--- config.mk ---
export PLATFORM = sky130hd
export DESIGN_NAME = axis_sink_decoder
export DESIGN_NICKNAME = d
export VERILOG_FILES = /design/src/rtl/axis_sink_decoder.sv
export SDC_FILE = /design/constraint.sdc
export NUM_CORES = 1
export LEC_CHECK = 0
export ABC_AREA = 1
export BUFFER_PORTS_ARGS = -buffer_cell sky130_fd_sc_hd__clkbuf_2
export CAP_MARGIN = 20
export CORE_MARGIN = 1
export CORE_UTILIZATION = 44
export DETAILED_ROUTE_END_ITERATION = 8
export SLEW_MARGIN = 40
export SYNTH_ARGS = -nofsm -noshare
export SYNTH_HDL_FRONTEND = slang
export SYNTH_SLANG_ARGS = --single-unit
export TNS_END_PERCENT = 100
--- constraint.sdc ---
create_clock -name clk -period 2.48 [get_ports clk]
set_input_delay 0.496 -clock clk [delete_from_list [all_inputs] [get_ports clk]]
set_output_delay 0.496 -clock clk [all_outputs]
set_load 0.005 [all_outputs]
--- src/rtl/axis_sink_decoder.sv ---
// Run-length sink packet decoder: accumulates per-output fire counts and total cycles,
// then streams NUM_OUT count words plus one cycle-total word on m_axis when the end marker arrives.
module axis_sink_decoder #(
  parameter int NUM_OUT     = 4,
  parameter int RUN_WIDTH   = 8,
  parameter int IN_WIDTH    = 16,
  parameter int COUNT_WIDTH = 16
) (
  input  logic                   clk,
  input  logic                   arstn,
  input  logic [IN_WIDTH-1:0]    s_axis_tdata,
  input  logic                   s_axis_tvalid,
  output logic                   s_axis_tready,
  output logic [COUNT_WIDTH-1:0] m_axis_tdata,
  output logic                   m_axis_tvalid,
  input  logic                   m_axis_tready,
  output logic                   m_axis_tlast,
  output logic                   o_dbg_state
);

  localparam int IDX_W = $clog2(NUM_OUT + 1);
  localparam logic [COUNT_WIDTH-1:0] SAT_MAX = '1;

  // Handshakes: a beat transfers on a rising edge where tvalid && tready are both high;
  // m_axis tdata/tlast stay stable while tvalid && !tready, and tvalid never drops before transfer.
  typedef enum logic {
    ST_ACCUM = 1'b0,
    ST_EMIT  = 1'b1
  } state_t;

  state_t                 r_state;
  state_t                 w_state_next;
  logic [COUNT_WIDTH-1:0] r_count [NUM_OUT];
  logic [COUNT_WIDTH-1:0] r_cycles;
  logic [IDX_W-1:0]       r_idx;

  logic [RUN_WIDTH-1:0]   w_run_len;
  logic [NUM_OUT-1:0]     w_fire;
  logic [COUNT_WIDTH:0]   w_run_ext;
  logic                   w_s_hs;
  logic                   w_m_hs;
  logic                   w_last_beat;
  logic                   w_unused_tdata;
  logic [COUNT_WIDTH-1:0] w_words [NUM_OUT+1];

  assign w_run_len      = s_axis_tdata[IN_WIDTH-1 -: RUN_WIDTH];
  assign w_fire         = s_axis_tdata[IN_WIDTH-RUN_WIDTH-1 -: NUM_OUT];
  assign w_run_ext      = {{(COUNT_WIDTH+1-RUN_WIDTH){1'b0}}, w_run_len};
  assign w_unused_tdata = ^s_axis_tdata;

  function automatic logic [COUNT_WIDTH-1:0] sat_add(input logic [COUNT_WIDTH-1:0] a,
                                                     input logic [COUNT_WIDTH:0]   b);
    logic [COUNT_WIDTH:0] sum;
    sum = {1'b0, a} + b;
    return sum[COUNT_WIDTH] ? SAT_MAX : sum[COUNT_WIDTH-1:0];
  endfunction

  always_comb begin
    w_s_hs       = (r_state == ST_ACCUM) && s_axis_tvalid;
    w_m_hs       = (r_state == ST_EMIT) && m_axis_tready;
    w_last_beat  = (r_idx == IDX_W'(NUM_OUT));
    w_state_next = r_state;
    case (r_state)
      ST_ACCUM: if (w_s_hs && (w_run_len == '0)) w_state_next = ST_EMIT;
      ST_EMIT:  if (w_m_hs && w_last_beat)       w_state_next = ST_ACCUM;
      default:  w_state_next = ST_ACCUM;
    endcase
  end

  // Result frame word order: count[0..NUM_OUT-1], then the cycle total.
  always_comb begin
    for (int i = 0; i < NUM_OUT; i++) w_words[i] = r_count[i];
    w_words[NUM_OUT] = r_cycles;
  end

  always_ff @(posedge clk or negedge arstn) begin
    if (!arstn) r_state <= ST_ACCUM;
    else        r_state <= w_state_next;
  end

  always_ff @(posedge clk or negedge arstn) begin
    if (!arstn) begin
      for (int i = 0; i < NUM_OUT; i++) r_count[i] <= '0;
      r_cycles <= '0;
      r_idx    <= '0;
    end else if (w_s_hs && (w_run_len != '0)) begin
      for (int i = 0; i < NUM_OUT; i++)
        if (w_fire[i]) r_count[i] <= sat_add(r_count[i], w_run_ext);
      r_cycles <= sat_add(r_cycles, w_run_ext);
    end else if (w_m_hs) begin
      if (w_last_beat) begin
        for (int i = 0; i < NUM_OUT; i++) r_count[i] <= '0;
        r_cycles <= '0;
        r_idx    <= '0;
      end else begin
        r_idx <= r_idx + IDX_W'(1);
      end
    end
  end

  assign s_axis_tready = (r_state == ST_ACCUM);
  assign m_axis_tvalid = (r_state == ST_EMIT);
  assign m_axis_tlast  = m_axis_tvalid && w_last_beat;
  assign m_axis_tdata  = m_axis_tvalid ? w_words[r_idx] : '0;
  assign o_dbg_state   = r_state;

endmodule

# [Word-level counts from Yosys, hierarchy flattened]
# Index checks and enable logic that the tools add are counted.
[classes] addsub=6 n_lt_le_gt_ge=1 n_eq_ne=5 muxes=23 n_bitwise=3 reduce_logical=16
[op_table] cell="$mux W16" n=15
[op_table] cell="$mux W64" n=3
[op_table] cell="$add A16 B8 Y17" n=5
[op_table] cell="$bmux W16 S3" n=1
[op_table] cell="$reduce_and A3 Y1" n=4
[op_table] cell="$logic_not A8 Y1" n=1
[op_table] cell="$ne A2 B2 Y1 const B" n=4
[op_table] cell="$reduce_bool A8 Y1" n=1
[op_table] cell="$logic_and A1 B1 Y1" n=6
[op_table] cell="$ge A4 B4 Y1 const B" n=1
[op_table] cell="$not A3 Y4" n=1
[op_table] cell="$reduce_and A2 Y1" n=2
[op_table] cell="$reduce_bool A2 Y1" n=2
[op_table] cell="$add A3 B1 Y3 const B" n=1
[op_table] cell="$eq A3 B3 Y1 const B" n=1
[op_table] cell="$mux W3" n=1
[op_table] cell="$mux W1" n=2
[op_table] cell="$not A1 Y1" n=2
[op_table] cell="$pmux W1 S2" n=1
[word_totals] regBits=84 inputBits=20 elab_cells=61

# [Longest topological paths before layout]
[logic_depth] word_depth=5 ltp_mapped=12

# [Worst setup path before layout]
# No wires, ideal clock.
[synth_path] kind="flip-flop to flip-flop" startpoint="register r_idx[0]" endpoint="register r_count[52] in the netlist's numbering" setup_time_ns=0.065 t_arrival_ns=1.944 t_required_ns=2.415 path_slack_ns=0.471 path_stages_with_launch=12 n_path_buf=3 path_cell_list="dfrtp_1 > inv_1 > buf_2 > clkbuf_1 > ha_1 > nand2_1 > o21ai_4 > nand2_4 > nor2_4 > buf_6 > o21ai_1 > nand2_1"
[synth_between] elab_chain_len=3
[synth_lines] element="start: declaration" line_no="35" source="logic [IDX_W-1:0] r_idx;"
[synth_lines] element="start signal: assignment" line_no="96" source="r_idx <= r_idx + IDX_W'(1);"
[synth_lines] element="$eq A3 B3 Y1" line_no="61" source="w_last_beat = (r_idx == IDX_W'(NUM_OUT));"
[synth_lines] element="$reduce_bool A2 Y1 (no source line)"
[synth_lines] element="$reduce_and A3 Y1 (no source line)"
[synth_lines] element="end signal: indexed assignment" line_no="88" source="if (w_fire[i]) r_count[i] <= sat_add(r_count[i], w_run_ext);"
[synth_lines] element="end: declaration" line_no="33" source="logic [COUNT_WIDTH-1:0] r_count [NUM_OUT];"
# No other way between the ends.
# A chain may end at the register's enable or synchronous reset.

# [Worst setup path after layout]
[layout_path] startpoint="register r_idx[0]" endpoint="output port m_axis_tdata[9]"
[layout_between] elab_chain_len=5
[layout_lines] element="$not A3 Y4 (not written as such)" line_no="104" source="assign m_axis_tdata = m_axis_tvalid ? w_words[r_idx] : '0;"
[layout_lines] element="$bmux W16 S3" line_no="104"
[layout_lines] element="$mux W16 (not written as such) (2 in series)" line_no="104"
[layout_lines] element="$mux W16" line_no="104"
[layout_lines] element="end: declaration" line_no="14" source="output logic [COUNT_WIDTH-1:0] m_axis_tdata,"
# No other way between the ends. The select of a mux whose other input is x is not followed.

==> results by group <==
Outcome
  • Outcome: finished, final reports clean

Critical path
  • Worst Path Required: 1.98 ns
  • CP max FO: 31
  • Worst Path Arrival: 1.93 ns
  • Crit Path Class: reg -> out
  • Flop-to-flop setup slack: 0.29 ns
  • Crit path from: r_idx[0]
  • RR Startpoint: r_idx[0]
  • R2R Path End: r_count[50]
  • Crit path to: m_axis_tdata[9]
  • Worst Setup End Kind: output pin
  • Reg2reg path depth: 8
  • CP Launch Type: flop

Synthesis
  • Post-synthesis cell type count: 35
  • Async set-reset flop share out of synthesis: 100%
  • Post-synthesis register bit count: 84
  • Syn Area/Cell: 6.15 um^2
  • Synth warn: 0
  • Total nets after synthesis: 1,307
  • EDFF count, synth: 0
  • Most used DFF post-synth: dfrtp_1
  • Mapped Cells: 1,240
  • Leading post-synthesis cells by cell area: dfrtp_1, nand2_1, inv_1, ha_1, nand3_1
  • Area leader, netlist: dfrtp_1
  • Sequential area share after synthesis: 27.6%
  • Top-area cell type share of the netlist area: 27.6%
  • Mapped cell area: 7620 um^2

Final layout
  • Diodes inserted: 0
  • Fraction of layout cells with a size suffix above 1: 8.21%
  • Synth-to-layout area growth: 10.9%
  • Final nets: 1,354
  • Post-Layout Cell Count: 1,511
  • Most frequent cells in the layout: nand2_1, inv_1, nand3_1
  • Commonest non-fill, non-tap cell in the layout: nand2_1

Clock network
  • Clock latency on the worst-skew pair: 0.35 ns
  • Clk buf depth: 2
  • CTS buffer count: 9
  • Root buffer cell: clkbuf_16
  • Number of H-tree levels: 3
  • Reg clk slew, reported paths: 0.06 ns
  • CTS tree: built
  • Sink Count: 84
  • CTS Hold Bufs: 0
  • Post-CTS Resized: 0
  • Setup Fix Bufs, Post-CTS: 0

Timing
  • Final hold vios: 0
  • Final period util: 97.6%
  • Slew HR: 53.7%
  • Fin Clk Skew: 0.00519 ns
  • FMAX: 0.413 GHz
  • Min Hold Slack: 0.104 ns
  • Slew Viols, Final: 0
  • Unrepaired setup endpoints after global routing: no
  • Min cycle time layout: 2.42 ns
  • Final TNS setup: 0 ns
  • Finish-stage setup viols: 0
  • Slew @ Worst Pin: 0.692 ns

Pwr
  • Leakage power: 4.92 nW
  • Sw frac: 47.6%
  • Clk pwr share: 17.7%
  • Pwr/cell area: 971 nW/um^2
  • Seq pwr share: 25.9%
  • Max VDD drop: 0.000458 V
  • Sw power: 3.90 mW
  • Combinational Power Share: 56.3%
  • Internal Power: 4.31 mW

Placement
  • GPL Wtd Cong: 0.908
  • Placed Cells: 1,496
  • IO buf count: 35
  • DP Wirelength: 17.2 mm

Routing
  • DRC errors left: 0
  • Iteration count of the initial detailed-routing pass: 5
  • DRT iter0 DRCs: 631
  • DRT Wirelength: 22.5 mm
  • Via count: 7,701
  • Vias per cell: 5.10
  • ANT nets after route: 0
  • WL per Instance: 14.9 um

Die
  • Die W: 134 um
  • # IOs: 40
  • Die ar.: 17,900 um^2
  • Core Area: 16,800 um^2
  • Initial core utilization: 45.5%
  • Std cell rows: 47
  • Die H: 134 um

Global routing
  • Overflow after GRT: 0
  • Initial antenna violation count: 0
  • Global Route Usage Sum: 26.6%
  • Largest net degree at the start of global routing: 37
  • First-pass GRT wire length: 36.6 mm
  • Vias in the first global route: 7,102

Job
  • Max-capacitance violation count: 0

Worst hold path
  • HP Class: in -> async
-- synthesized netlist by cell type, types with 10 or more instances --
library cell	n
a21oi_1	67
nor3_1	11
ha_1	42
o21ai_0	85
buf_2	11
dfrtp_1	84
nand2_1	490
nand3_1	100
nand4_1	11
inv_1	190
xnor2_1	11
clkbuf_1	10
nor2_1	58
xor2_1	10
-- metal layers --
layer / track usage, % / routed length (um)
met3: 2.78 / 899
met2: 40.3 / 9640
met5: 0 / 0
met4: 9.60 / 567
met1: 39.0 / 11400
-- sequential cells by signal (all words and copies together) (netlist names) --
register,count
r_idx,3
m_axis_tvalid,1
r_cycles,16
r_count,64
-- worst max-delay path: stages (launching register included) --
cell      delay (ns)
dfrtp_1         0.36
inv_1           0.09
buf_6           0.19
a21oi_1         0.27
o21ai_0         0.25
nand3_1         0.14
nand2_1         0.11
inv_1           0.06
clkbuf_2        0.10
-- final cells by class --
type / instances / area [um^2]
fill: 1783 / 8300
inverter: 193 / 724
clock buffer: 13 / 240
sequential: 84 / 2100
timing repair buffer: 67 / 422
tap: 220 / 275
multi-input combinational: 932 / 4630
clock inverter: 2 / 60.1
-- metrics by stage --
| step | total power, mW | area [um^2] | utilization, % | worst slack [ns] |
|---|---|---|---|---|
| 4_1_cts | 8.21 | 8450 | 50.4 | 0.00934 |
| 3_3_place_gp | 6.67 | 8140 | 48.6 | 0.0459 |
| 2_1_floorplan | 5.35 | 7620 | - | 0.471 |
| 3_5_place_dp | 6.72 | 8150 | 48.6 | 0.0437 |
| 6_report | 8.21 | 8460 | 50.5 | 0.0586 |
| 5_1_grt | 8.99 | 8460 | 50.5 | 0.00215 |
-- how the worst min path moves through the flow --
stage / start / endpoint / depth (start not counted)
finish: arstn / r_count[60] / 1
global route: arstn / r_count[60] / 1
CTS: arstn / r_count[60] / 1
detailed placement: arstn / r_count[60] / 1
global placement: arstn / r_count[60] / 1
floorplan: arstn / m_axis_tvalid / 0
-- power by group through the flow --
stage	combinational [mW]	clock, mW	sequential [mW]
2_1_floorplan	3.33	0	2.01
4_1_cts	4.60	1.49	2.12
6_report	4.63	1.46	2.13
3_3_place_gp	4.53	0	2.14
5_1_grt	5.29	1.53	2.18
3_5_place_dp	4.57	0	2.14
-- cells by family (layout without fill, tap and decap cells) --
logic type      Yosys count  count (layout)  synth area share [%]
buf+inv                 224             275                  11.8
flops                    84              84                  27.6
simple gates            702             702                  39.0
fa+ha+maj                47              47                  8.21
xor+xnor                 21              21                  2.41
compound gates          162             162                  10.9
Note: power is estimated with default switching activity, not from simulation.
